==> src/rtl/matmul_sched.sv <==
// Job sequencer for one matmul engine: queues job descriptors, launches them one at a time,
// holds the engine inputs, reports tagged completions and halts dispatch on a ret timeout.
module matmul_sched #(
    parameter int unsigned MEM_AW   = 16,
    parameter int unsigned DIM_BITS = 16,
    parameter int unsigned DEPTH    = 4,
    parameter int unsigned TAG_W    = 4,
    parameter int unsigned TMO_W    = 24
) (
    input  logic                clk,
    input  logic                rst_n,
    input  logic                job_vld,
    output logic                job_rdy,
    input  logic [TAG_W-1:0]    job_tag,
    input  logic [MEM_AW-1:0]   job_a_base,
    input  logic [MEM_AW-1:0]   job_b_base,
    input  logic [MEM_AW-1:0]   job_c_base,
    input  logic [DIM_BITS-1:0] job_a_stride,
    input  logic [DIM_BITS-1:0] job_b_stride,
    input  logic [DIM_BITS-1:0] job_c_stride,
    input  logic [DIM_BITS-1:0] job_a_rows,
    input  logic [DIM_BITS-1:0] job_a_cols,
    input  logic [DIM_BITS-1:0] job_b_cols,
    output logic [MEM_AW-1:0]   aBASE,
    output logic [MEM_AW-1:0]   bBASE,
    output logic [MEM_AW-1:0]   cBASE,
    output logic [DIM_BITS-1:0] aSTRIDE,
    output logic [DIM_BITS-1:0] bSTRIDE,
    output logic [DIM_BITS-1:0] cSTRIDE,
    output logic [DIM_BITS-1:0] aROWS,
    output logic [DIM_BITS-1:0] aCOLS,
    output logic [DIM_BITS-1:0] bCOLS,
    output logic                go,
    input  logic                ret,
    output logic                done_vld,
    input  logic                done_rdy,
    output logic [TAG_W-1:0]    done_tag,
    output logic                done_err,
    output logic                halted,
    input  logic                clr_halt,
    output logic                busy
);

    localparam int unsigned AW = $clog2(DEPTH);
    localparam int unsigned PW = AW + 1;
    localparam logic [TMO_W-1:0] TMO_LAST = {{(TMO_W-1){1'b1}}, 1'b0};

    localparam logic [2:0] S_IDLE   = 3'd0;
    localparam logic [2:0] S_LAUNCH = 3'd1;
    localparam logic [2:0] S_RUN    = 3'd2;
    localparam logic [2:0] S_POST   = 3'd3;
    localparam logic [2:0] S_HALT   = 3'd4;

    typedef struct packed {
        logic [TAG_W-1:0]    tag;
        logic [MEM_AW-1:0]   a_base;
        logic [MEM_AW-1:0]   b_base;
        logic [MEM_AW-1:0]   c_base;
        logic [DIM_BITS-1:0] a_stride;
        logic [DIM_BITS-1:0] b_stride;
        logic [DIM_BITS-1:0] c_stride;
        logic [DIM_BITS-1:0] a_rows;
        logic [DIM_BITS-1:0] a_cols;
        logic [DIM_BITS-1:0] b_cols;
    } job_t;

    job_t             mem [DEPTH];
    job_t             wr_job;
    job_t             head;
    logic [PW-1:0]    wr_ptr, rd_ptr, wr_ptr_nxt, rd_ptr_nxt;
    logic [2:0]       state, state_nxt;
    logic [TMO_W-1:0] cnt, cnt_nxt;
    logic             push, pop, empty, full_nxt, err_nxt;

    assign wr_job = '{tag: job_tag, a_base: job_a_base, b_base: job_b_base, c_base: job_c_base,
                      a_stride: job_a_stride, b_stride: job_b_stride, c_stride: job_c_stride,
                      a_rows: job_a_rows, a_cols: job_a_cols, b_cols: job_b_cols};
    assign head     = mem[rd_ptr[AW-1:0]];
    assign push     = job_vld && job_rdy;
    assign empty    = (wr_ptr == rd_ptr);
    // Extra pointer bit distinguishes full from empty when the index bits match.
    assign full_nxt = (wr_ptr_nxt[AW-1:0] == rd_ptr_nxt[AW-1:0]) && (wr_ptr_nxt[AW] != rd_ptr_nxt[AW]);

    always_comb begin
        state_nxt = state;
        pop       = 1'b0;
        cnt_nxt   = cnt;
        err_nxt   = done_err;
        case (state)
            S_IDLE: begin
                if (!empty && !halted) begin
                    pop       = 1'b1;
                    state_nxt = S_LAUNCH;
                end
            end
            S_LAUNCH: begin
                cnt_nxt   = '0;
                state_nxt = S_RUN;
            end
            S_RUN: begin
                cnt_nxt = cnt + TMO_W'(1);
                // ret takes priority over a timeout landing in the same cycle.
                if (ret) begin
                    err_nxt   = 1'b0;
                    state_nxt = S_POST;
                end else if (cnt == TMO_LAST) begin
                    err_nxt   = 1'b1;
                    state_nxt = S_POST;
                end
            end
            S_POST: begin
                if (done_rdy) state_nxt = done_err ? S_HALT : S_IDLE;
            end
            S_HALT: begin
                if (clr_halt) state_nxt = S_IDLE;
            end
            default: state_nxt = S_IDLE;
        endcase
        wr_ptr_nxt = wr_ptr + PW'(push);
        rd_ptr_nxt = rd_ptr + PW'(pop);
    end

    always_ff @(posedge clk or negedge rst_n) begin
        if (!rst_n) begin
            state <= S_IDLE;
            cnt   <= '0;
        end else begin
            state <= state_nxt;
            cnt   <= cnt_nxt;
        end
    end

    // Registered outputs, FIFO pointers and the active-job engine registers.
    always_ff @(posedge clk or negedge rst_n) begin
        if (!rst_n) begin
            wr_ptr   <= '0;
            rd_ptr   <= '0;
            job_rdy  <= 1'b0;
            go       <= 1'b0;
            done_vld <= 1'b0;
            done_tag <= '0;
            done_err <= 1'b0;
            halted   <= 1'b0;
            busy     <= 1'b0;
            aBASE    <= '0;
            bBASE    <= '0;
            cBASE    <= '0;
            aSTRIDE  <= '0;
            bSTRIDE  <= '0;
            cSTRIDE  <= '0;
            aROWS    <= '0;
            aCOLS    <= '0;
            bCOLS    <= '0;
        end else begin
            wr_ptr   <= wr_ptr_nxt;
            rd_ptr   <= rd_ptr_nxt;
            job_rdy  <= !full_nxt;
            go       <= (state_nxt == S_LAUNCH);
            done_vld <= (state_nxt == S_POST);
            done_err <= err_nxt;
            halted   <= (state_nxt == S_HALT);
            busy     <= (state_nxt != S_IDLE) || (wr_ptr_nxt != rd_ptr_nxt);
            if (pop) begin
                done_tag <= head.tag;
                aBASE    <= head.a_base;
                bBASE    <= head.b_base;
                cBASE    <= head.c_base;
                aSTRIDE  <= head.a_stride;
                bSTRIDE  <= head.b_stride;
                cSTRIDE  <= head.c_stride;
                aROWS    <= head.a_rows;
                aCOLS    <= head.a_cols;
                bCOLS    <= head.b_cols;
            end
        end
    end

    always_ff @(posedge clk) begin
        if (push) mem[wr_ptr[AW-1:0]] <= wr_job;
    end

endmodule

==> config.mk <==
export PLATFORM = sky130hd
export DESIGN_NAME = matmul_sched
export DESIGN_NICKNAME = d
export VERILOG_FILES = /design/src/rtl/matmul_sched.sv
export SDC_FILE = /design/constraint.sdc
export NUM_CORES = 1
export LEC_CHECK = 0
export CORE_MARGIN = 3
export CORE_UTILIZATION = 45
export CTS_CLUSTER_DIAMETER = 200
export CTS_CLUSTER_SIZE = 8
export DETAILED_ROUTE_END_ITERATION = 10
export GPL_TIMING_DRIVEN = 0
export PLACE_DENSITY_LB_ADDON = 0.1
export SYNTH_ARGS = -nofsm -noshare
export SYNTH_HDL_FRONTEND = slang
export SYNTH_SLANG_ARGS = --single-unit
==> constraint.sdc <==
create_clock -name clk -period 11.3 [get_ports clk]
set_input_delay 1.13 -clock clk [delete_from_list [all_inputs] [get_ports clk]]
set_output_delay 1.13 -clock clk [all_outputs]
set_load 0.02 [all_outputs]
==> metrics.txt <==
worst slew pin tran 1.022 ns; first-pass GRT wire length 96540 um; max FFs per register 592; endpoints failing hold 0; Post-DP HPWL 42020 um; Top FF cell, synth edfxtp_1; share of the synthesized area in the top cell type 0.6154; top-count cell post-synth edfxtp_1; largest net degree at the start of global routing 84; #FFs+latches synth 779; die area 0.06727 mm2; CTS Hold Bufs 0; Synth cell types 53; die width 259.4 um; critical path class input pin to register; setup TNS 0 ns; EDFF count, synth 592; Slew headroom 0.3189; Reg clk slew, reported paths 0.05 ns; clk_lat worst skew 0.64 ns; peak supply drop 0.1659 mV; Cells after Synth 1305; core area 0.06331 mm2; critical path endpoint category register; GR Util All Layers 0.1926; clk buf depth 3; Final nets 1942; vias in the first global route 15540; vias 14380; Tmin final 3.257 ns; Avg Cell Area, Syn 22.14 um2; cell mode on critical path buf_6; iteration-0 DRC count of the detailed router 922; Die Height 259.4 um; Boundary Pins 308; CP Cell Sequence clkdlybuf4s50_1 > nand2_1 > nor3b_2 > buf_4 > buf_6 > buf_6 > buf_6 > buf_6; unrepaired setup endpoints after global routing false; power per cell area 277.5 mW/mm2; DR pass1 iterations 5; Final GP Congestion 0.7668; DR vias/cell 5.289; htree depth 3; Max Slew Vio Count 0; Yosys top cell by area edfxtp_1; average wire per standard cell 23.37 um; clk root buf clkbuf_16; TritonCTS clock tree yes; grt ovf 0; YS warnings 0; DRC 0; share of cells above drive strength 1 0.2066; Final ANT Viol Nets 0; Sink Count 779; fmax 307.0 MHz; Pleak 0.01288 uW; sequential cell area fraction in the yosys report 0.7774; synthesized area 0.02889 mm2; syn nets 1465; outcome complete, no violations; Tcrit/Tclk final 0.2882; Rows 92; Setup-failing EPs final 0; post-CTS sizing 0; hold crit path type input pin to async pin; async set-or-reset flop fraction in the synthesized netlist 0.2401; Fill cells 4754; initial antenna violation count 8; PortBufs 307; slowest CP cell nor3b_2; Area contributors post-synth edfxtp_1 (62%), dfrtp_1 (16%), mux4_2 (12%), mux2_1 (5.4%), buf_2 (0.49%); Worst Path Arrival 3.59 ns; CP peak stage delay 0.78 ns; Clock Skew 0.01777 ns; synthesis-to-finish area growth 27.82%; Worst Setup Start Kind input pin; Initial Util 0.4563; post-CTS setup buffers 0; CTS buffer count 107; Commonest cells post-synth edfxtp_1 (592), dfrtp_1 (187), mux4_2 (148); DRT Wirelength 63530 um; hold slack 0.3746 ns; Worst Path Max Fanout 10; Max Cap Viol 0; CP required 11.63 ns
-- per-stage QoR --
step | util | worst slack [ns] | cell area (um2) | cells | power [uW]
CTS | 0.5830 | 8.031 | 36910 | 2714 | 10440
global placement | 0.5215 | -12.83 | 33020 | 2458 | 7542
finish | 0.5832 | 8.043 | 36920 | 2718 | 10240
floorplan | - | -1.541 | 28890 | 1305 | 6131
detailed placement | 0.5342 | 7.346 | 33820 | 2519 | 7457
global route | 0.5830 | 7.910 | 36910 | 2714 | 10780
-- worst max-delay path: cells and delay by family --
family	cells	cell delay (ns)
buf+inv	6	1.51
simple gates	2	0.92
-- layout by cell type, fill, tap and decap left out, types with 3 or more instances in the layout --
| master | n |
|---|---|
| inv_1 | 4 |
| clkdlybuf4s50_1 | 306 |
| nor2b_1 | 3 |
| o311ai_0 | 5 |
| diode_2 | 4 |
| xor2_1 | 7 |
| nand4_1 | 8 |
| nand3_1 | 15 |
| ha_1 | 6 |
| and4_1 | 5 |
| a21oi_1 | 5 |
| o31ai_1 | 3 |
| buf_6 | 55 |
| buf_8 | 4 |
| and3_1 | 5 |
| mux2_1 | 138 |
| buf_4 | 12 |
| nand2_1 | 13 |
| mux2_2 | 10 |
| and2_1 | 4 |
| nor2_1 | 10 |
| buf_2 | 28 |
| a31oi_1 | 4 |
| a41oi_1 | 3 |
| o21ai_1 | 6 |
| clkbuf_1 | 101 |
| buf_16 | 5 |
| dfrtp_1 | 187 |
| inv_6 | 3 |
| clkbuf_16 | 109 |
| mux4_2 | 148 |
| or4_1 | 3 |
| edfxtp_1 | 592 |
| o21ai_0 | 21 |
-- cell type report --
type	instances	area, um2	area share
Timing Repair Buffer	368	3854	0.1044
Buffer	63	335.3	0.009082
Multi-Input combinational cell	459	6100	0.1652
Antenna cell	4	10.01	0.0002711
Clock buffer	189	3028	0.08201
Tap cell	846	1059	0.02867
Clock inverter	6	66.31	0.001796
Sequential cell	779	22460	0.6082
Inverter	4	15.01	0.0004066
-- path summary, 6_finish.rpt --
check | start | to | slack, ns | cells after the start
worst max-delay path | job_vld | mem[1][131] | 8.04 | 8
worst min-delay path | rst_n | bBASE[4] | 0.37 | 1
worst max register to register | rd_ptr[1] | bBASE[13] | 8.45 | 5
worst min register to register | cSTRIDE[7] | cSTRIDE[7] | 0.48 | 1
max in group asynchronous | rst_n | bCOLS[0] | 10.10 | 2
min in group clk | cSTRIDE[7] | cSTRIDE[7] | 0.48 | 1
-- where the power goes --
part | switching, uW | total [uW] | internal [uW]
sequential | 238 | 4090 | 3850
clock | 1140 | 2930 | 1790
combinational | 1670 | 3230 | 1570
total | 3040 | 10200 | 7200
-- metal layers --
metal / part of all wire / global-route usage
met1: 0.40 / 0.2423
met2: 0.52 / 0.3288
met3: 0.064 / 0.05336
met4: 0.017 / 0.05528
met5: 0.00090 / 0
-- logic make-up after synthesis --
group | synth area share
buf+inv | 0.01213
xor+xnor | 0.002729
fa+ha+maj | 0.002599
mux | 0.1731
simple gates | 0.01728
flops | 0.7774
compound gates | 0.01477
Power figures use the tool's default switching activity.
